--- config.mk ---
export PLATFORM = sky130hd
export DESIGN_NAME = xgmii_tx_encap
export DESIGN_NICKNAME = d
export VERILOG_FILES = /design/src/rtl/xgmii_tx_encap.sv
export SDC_FILE = /design/constraint.sdc
export NUM_CORES = 1
export LEC_CHECK = 0
export BUFFER_PORTS_ARGS = -buffer_cell sky130_fd_sc_hd__buf_2
export CAP_MARGIN = 20
export CORE_ASPECT_RATIO = 0.75
export CORE_MARGIN = 8
export CORE_UTILIZATION = 43
export DETAILED_ROUTE_END_ITERATION = 10
export MAX_ROUTING_LAYER = met4
export PLACE_DENSITY = 0.72
export SYNTH_ARGS = -nofsm -noshare
export SYNTH_HDL_FRONTEND = slang
export SYNTH_SLANG_ARGS = --single-unit
--- constraint.sdc ---
create_clock -name clk156 -period 2.8 [get_ports clk156]
set_clock_uncertainty 0.15 [all_clocks]
set_input_delay 0.56 -clock clk156 [delete_from_list [all_inputs] [get_ports clk156]]
set_output_delay 0.56 -clock clk156 [all_outputs]
set_load 0.01 [all_outputs]
--- src/rtl/xgmii_tx_encap.sv ---
// AXI-Stream to XGMII transmit framer: preamble/SFD, terminate, idle, error codes and minimum IFG.
// Optional statistics counters are enabled with `define XGMII_TX_STATS_EN.
module xgmii_tx_encap #(
   parameter int unsigned C_MIN_IFG_WORDS = 1
) (
   input  logic        clk156,
   input  logic        tx_axis_aresetn,
   input  logic        tx_enable,
   input  logic [63:0] tx_axis_tdata,
   input  logic [7:0]  tx_axis_tkeep,
   input  logic        tx_axis_tvalid,
   input  logic        tx_axis_tlast,
   output logic        tx_axis_tready,
   output logic [63:0] xgmii_txd,
   output logic [7:0]  xgmii_txc,
   output logic        tx_underrun
`ifdef XGMII_TX_STATS_EN
   ,
   output logic [31:0] stat_frames,
   output logic [15:0] stat_underruns
`endif
);

   localparam int          NUM_LANES = 8;
   localparam logic [63:0] IDLE_W    = {8{8'h07}};
   localparam logic [63:0] PRE_W     = 64'hD5555555555555FB;
   localparam logic [63:0] ERR_W     = {8{8'hFE}};
   localparam logic [63:0] TERM_W    = 64'h07070707070707FD;
   localparam logic [3:0]  IFG_LOAD  = 4'(C_MIN_IFG_WORDS);

   typedef enum logic [2:0] {
      S_IDLE, S_PRE, S_DATA, S_TERM, S_ERR, S_DISCARD, S_IFG
   } state_t;

   state_t      state_q;
   logic [63:0] txd_q;
   logic [7:0]  txc_q;
   logic        underrun_q;
   logic        last_seen_q;
   logic [3:0]  ifg_cnt_q;
`ifdef XGMII_TX_STATS_EN
   logic [31:0] stat_frames_q;
   logic [15:0] stat_underruns_q;
`endif

   logic [3:0]  keep_n;
   logic [63:0] lastw_txd;
   logic [7:0]  lastw_txc;

   // Valid byte count = run of ones from lane 0; anything above the first zero is ignored.
   always_comb begin
      keep_n = 4'd8;
      for (int i = NUM_LANES - 1; i >= 0; i--)
         if (!tx_axis_tkeep[i]) keep_n = 4'(i);
   end

   // Last-beat word: data below keep_n, FD at keep_n, idle above. keep_n=8 yields the plain data word.
   always_comb begin
      lastw_txd = IDLE_W;
      lastw_txc = 8'hFF;
      for (int i = 0; i < NUM_LANES; i++) begin
         if (4'(i) < keep_n) begin
            lastw_txd[8*i +: 8] = tx_axis_tdata[8*i +: 8];
            lastw_txc[i]        = 1'b0;
         end else if (4'(i) == keep_n) begin
            lastw_txd[8*i +: 8] = 8'hFD;
         end
      end
   end

   // If the errored frame had already delivered tlast there is nothing left to drop.
   assign tx_axis_tready = (state_q == S_PRE) || (state_q == S_DATA) ||
                           (state_q == S_DISCARD && !last_seen_q);

   always_ff @(posedge clk156 or negedge tx_axis_aresetn) begin
      if (!tx_axis_aresetn) begin
         state_q     <= S_IDLE;
         txd_q       <= IDLE_W;
         txc_q       <= 8'hFF;
         underrun_q  <= 1'b0;
         last_seen_q <= 1'b0;
         ifg_cnt_q   <= 4'd0;
`ifdef XGMII_TX_STATS_EN
         stat_frames_q    <= 32'd0;
         stat_underruns_q <= 16'd0;
`endif
      end else begin
         txd_q      <= IDLE_W;
         txc_q      <= 8'hFF;
         underrun_q <= 1'b0;
         case (state_q)
            S_IDLE: begin
               if (tx_axis_tvalid && tx_enable) begin
                  state_q     <= S_PRE;
                  txd_q       <= PRE_W;
                  txc_q       <= 8'h01;
                  last_seen_q <= 1'b0;
               end
            end
            S_PRE, S_DATA: begin
               if (tx_axis_tvalid) begin
                  last_seen_q <= tx_axis_tlast;
                  if (tx_axis_tlast) begin
                     txd_q     <= lastw_txd;
                     txc_q     <= lastw_txc;
                     state_q   <= (keep_n == 4'd8) ? S_TERM : S_IFG;
                     ifg_cnt_q <= IFG_LOAD;
`ifdef XGMII_TX_STATS_EN
                     stat_frames_q <= stat_frames_q + 32'd1;
`endif
                  end else begin
                     txd_q   <= tx_axis_tdata;
                     txc_q   <= 8'h00;
                     state_q <= S_DATA;
                  end
               end else begin
                  txd_q      <= ERR_W;
                  underrun_q <= 1'b1;
                  state_q    <= S_ERR;
`ifdef XGMII_TX_STATS_EN
                  stat_underruns_q <= stat_underruns_q + 16'd1;
`endif
               end
            end
            S_TERM: begin
               txd_q     <= TERM_W;
               state_q   <= S_IFG;
               ifg_cnt_q <= IFG_LOAD;
            end
            S_ERR: begin
               txd_q   <= TERM_W;
               state_q <= S_DISCARD;
            end
            S_DISCARD: begin
               if (last_seen_q || (tx_axis_tvalid && tx_axis_tlast)) begin
                  state_q   <= S_IFG;
                  ifg_cnt_q <= IFG_LOAD;
               end
            end
            S_IFG: begin
               if (ifg_cnt_q == 4'd0) state_q <= S_IDLE;
               else                   ifg_cnt_q <= ifg_cnt_q - 4'd1;
            end
            default: state_q <= S_IDLE;
         endcase
      end
   end

   assign xgmii_txd   = txd_q;
   assign xgmii_txc   = txc_q;
   assign tx_underrun = underrun_q;
`ifdef XGMII_TX_STATS_EN
   assign stat_frames    = stat_frames_q;
   assign stat_underruns = stat_underruns_q;
`endif

endmodule

---- After elaboration in Yosys (flattened, before gate mapping) ----
Index checks and enable logic that the tools add are counted.
cells by class
  $add $sub $neg .......................... 1
  $lt $le $gt $ge ......................... 8
  eq/ne operators ......................... 20
  muxes and demuxes ....................... 57
  reduce and logical (&&, ||, !) cells .... 17
operator list
  kind                  count
  $mux W64              3
  $pmux W64 S3          1
  $mux W8               19
  $mux W4               12
  $mux W3               6
  $pmux W3 S6           1
  $eq A3 B4 Y1 const A  4
  $lt A3 B4 Y1 const A  4
  $pmux W4 S4           1
  $pmux W8 S2           1
  $mux W1               12
  $ne A2 B2 Y1 const B  5
  $eq A3 B3 Y1 const B  3
  $eq A2 B4 Y1 const A  2
  $logic_not A4 Y1      2
  $lt A1 B4 Y1 const A  2
  $lt A2 B4 Y1 const A  2
  $eq A3 B2 Y1 const B  2
  $reduce_and A3 Y1     2
  $reduce_and A5 Y1     1
  $eq A1 B4 Y1 const A  1
  $eq A4 B4 Y1 const B  1
  $reduce_bool A4 Y1    1
  $reduce_or A2 Y1      2
  other kinds (9)       13
word-level totals
  flip-flop bits (word level) ............. 81
  input bits .............................. 77
  output and inout port bits .............. 74
  word-level logic and storage cells ...... 109

---- Logic depth before layout (Yosys ltp) ----
  depth in word-level cells ............... 14
  gate-level depth with buffers ........... 7
  mapped depth without buffers ............ 6

---- Worst setup path before layout ----
OpenSTA, ideal clock, no wires.
  kind .................................... flip-flop to output port
  from .................................... reg state_q[1]
  to ...................................... out tx_axis_tready
  arrival time ............................ 1.332 ns
  data required time ...................... 2.090 ns
  setup slack ............................. 0.758 ns
  stages on the path, launching flop included .. 7
  buffers on the path ..................... 3
  cell sequence ........................... dfrtp_1 > buf_4 > xnor2_2 > or2_1 > buf_2 > buf_2 > o21ai_0
between the ends
  cells in the longest elaborated chain, start to end .. 3
  elaborated cells on any way between the ends .. 6
  those cells by class .................... 3 x eq/ne; 3 x reduce/logical
RTL lines
  element                                                           line    RTL
  start: declaration                                                35      state_t state_q;
  start signal: assignment                                          106     state_q <= (keep_n == 4'd8) ? S_TERM : S_IFG;
  $eq A3 B1 Y1 (tied with other cells)                              72      assign tx_axis_tready = (state_q == S_PRE) || (state_q == S_DATA) ||
  $logic_or A1 B1 Y1 / $logic_and A1 B1 Y1 (equally long branches)  72, 73
  $logic_or A1 B1 Y1 (*)                                            72
  end: declaration                                                  13      output logic tx_axis_tready,
Every way passes the cells marked *; elsewhere a longest branch is shown, timed or not.

---- Worst setup path in the final report ----
Ends and elaborated chain as after synthesis.

==> metrics.txt <==
maximum vdd drop=0.439 mV; DRT Pass-1 Iters=5; RSZ-0062 raised after global routing=no; crit-path cells=xnor2_2, or2_1, o21ai_0, buf_2; Compound-Gate Fraction of Synth Area=0.223; Post-synth ARST share=1.00; Post-Route WL=11.2 mm; pwr dens=997 nW/um^2; MaxCap Viol Count=0; largest net degree at the start of global routing=48; Mapped Area=3620 sq um; clock-pin slew on the worst setup and hold paths=0.09 ns; Setup CP Type=register to output pin; Slew Limit Fails=0; Reg power frac=0.416; IO Count=151; Netlist cell types=57; leakage power=2.22 nW; Detail Route Antenna Nets=0; clk_lat worst skew=0.35 ns; TritonCTS clock tree=done; Mapped Nets=419; CTS root buf=clkbuf_8; CORE AREA=8310 sq um; total number of vias=3276; Syn Area/Cell=10.6 sq um; nets@finish=566; CTS HTree Levels=3; Die Span X=122 microns; mux cell area share after synthesis=0; 1st-iter DRT viols=279; PostCTS Resize Cnt=0; number of synthesized flops with an enable pin=0; Clk network pwr share=0.203; Max stage delay on crit path=0.49 ns; CP top delay family=flip-flops; worst path bufs/invs=1; switching share of power=0.371; post-route cell area=4670 sq um; top-area cell type share of the netlist area=0.339; Rows=29; I/O Buffers=150; GR Overflow Total=0; total CTS buffers=9; first-pass GRT wire length=17.4 mm; Synth Warn #=0; Hold Path Class=input port to asynchronous set/reset pin; startpoint types=register; routability cong.=0.909; Crit path required time=2.09 ns; Diodes inserted=0; Setup violations, final=0; Slew headroom=0.502; vias in the first global route=3209; global-route total usage across every layer=0.201; simple-gate area share of the yosys netlist=0.158; ranking of synthesized cells by area=dfrtp_1 (34%), dfstp_2 (23%), o21ai_0 (6.4%); hpwl dp=8.70 mm; floorplan die height=95.5 microns; Final Hold Violating Endpoints=0; fill count=753; status=complete, no violations; Synth Register Bits=81; Final min period=2.33 ns; placed inst area=4460 sq um; crit end category=output pin; Yosys top cell by area=dfrtp_1; Initial Util=0.436; WL/cell=18.6 microns; max frequency=429 MHz; Max Root-Sink Buffers=2; sequential cell area fraction in the yosys report=0.571; prevailing post-synth register cell=dfrtp_1; post-CTS setup repair buffer count=0; drt via density=5.45; Fin Setup TNS=0 ns; # clock sinks=81; Post-Syn Instances=341; critical path arrival=1.62 ns; period utilization=0.833; Tot Pwr=4.66 mW; largest family of logic cells by synthesized area=compound AO/OA/AOI/OAI gates; net switching power=1.73 mW; share of cells above drive strength 1=0.450; initial antenna violation count=0; worst slew pin tran=0.741 ns; die area=11600 sq um; Post-Synth XOR/XNOR Area=0.00449; Crit Path Max Fanout=10; adder-cell share of the synthesized area=0.00345; cts hold-fix bufs=0; drt drc=0; CP max stage cell=dfrtp_1; layout overhead on the synthesized area=29.0%; Comb power frac=0.381; Int Pwr=2.93 mW
-- power by group through the flow --
stage / clock [mW] / combinational, mW / sequential [mW]
floorplan: 0 / 0.889 / 2.10
global placement: 0 / 1.76 / 1.95
detailed placement: 0 / 1.80 / 1.96
CTS: 0.963 / 1.80 / 1.94
global route: 1.03 / 1.97 / 1.99
finish: 0.944 / 1.78 / 1.94
-- area by class of cell --
| type | instances | area, sq um | area share |
|---|---|---|---|
| Multi-Input combinational cell | 231 | 1410 | 0.302 |
| Clock buffer | 10 | 128 | 0.0273 |
| Timing Repair Buffer | 156 | 811 | 0.173 |
| Inverter | 9 | 33.8 | 0.00723 |
| Clock inverter | 6 | 88.8 | 0.0190 |
| Sequential cell | 81 | 2070 | 0.442 |
| Tap cell | 108 | 135 | 0.0289 |
-- layer usage --
layer  GRT usage  up-vias  wire [microns]
li1            -     1517               -
met1       0.274     1583            4970
met2       0.267      163            4740
met3      0.0799       13            1370
met4      0.0563        0             113
met5           -        -               0
-- state kept, by name, summed over array words and instances (netlist names) --
name / cells
xgmii_txd: 64
tx_underrun: 1
xgmii_txc: 8
state_q: 3
ifg_cnt_q: 4
last_seen_q: 1
-- Yosys cell counts, drive strengths merged, types with 2 or more instances --
library cell and n:
clkbuf 5, o31ai 7, a221o 5, and4 2
nand3 6, a21oi 25, or4 2, nand2 42
inv 9, buf 15, and2 4, nor3 8
nand4 3, a31oi 12, nor2 15, dfstp 32
nand2b 6, or3 6, a21bo 2, dfrtp 49
o31a 3, o21ai 48, or2 3, nor2b 4
o21a 6
-- through the flow --
| step | setup slack (ns) | util | hold slack (ns) | instances |
|---|---|---|---|---|
| after global placement | 0.647 | 0.536 | 0.367 | 585 |
| after CTS | 0.466 | 0.562 | 0.0663 | 601 |
| after detailed placement | 0.593 | 0.536 | 0.371 | 585 |
| final | 0.467 | 0.562 | 0.0545 | 601 |
| after global routing | 0.368 | 0.562 | 0.0706 | 601 |
| after floorplan | 0.758 | - | 0.114 | 341 |
-- cells in the final DEF, fill, tap and decap left out, drive strengths merged, types with 2 or more instances in the layout --
cell    synthesis  routed
and2            4       4
a21oi          25      25
and4            2       2
buf            15     156
a31oi          12      12
or2             3       3
nor2           15      15
or4             2       2
a21bo           2       2
dfstp          32      32
o21a            6       6
a221o           5       5
o31a            3       3
or3             6       6
o21ai          48      48
o31ai           7       7
nor2b           4       4
nand2          42      42
nand3           6       6
nor3            8       8
inv             9      12
bufinv          0       2
nand2b          6       6
dfrtp          49      49
nand4           3       3
clkbuf          5      10
-- cell families (layout without fill, tap and decap cells) --
group                    count (synthesis)  after routing
buffers and inverters                   29            181
flip-flops                              81             81
adder cells (fa/ha/maj)                  1              1
XOR/XNOR                                 1              1
AO/OA/AOI/OAI                          122            122
AND/OR/NAND/NOR                        107            107
-- final timing paths --
check | slack (ns) | cells past startpoint | to | startpoint
max | 0.47 | 4 | tx_axis_tready | state_q[1]$_DFFE_PN0P_
min | 0.05 | 1 | xgmii_txd[7]$_DFF_PN0_ | tx_axis_aresetn
max reg2reg | 0.76 | 4 | xgmii_txd[34]$_DFF_PN1_ | state_q[1]$_DFFE_PN0P_
min reg2reg | 0.38 | 1 | ifg_cnt_q[0]$_DFFE_PN0P_ | ifg_cnt_q[0]$_DFFE_PN0P_
max in group asynchronous | 1.80 | 2 | xgmii_txd[33]$_DFF_PN1_ | tx_axis_aresetn
min in group clk156 | 0.25 | 2 | xgmii_txd[42]$_DFF_PN1_ | tx_axis_tdata[42]
Power figures use the tool's default switching activity.
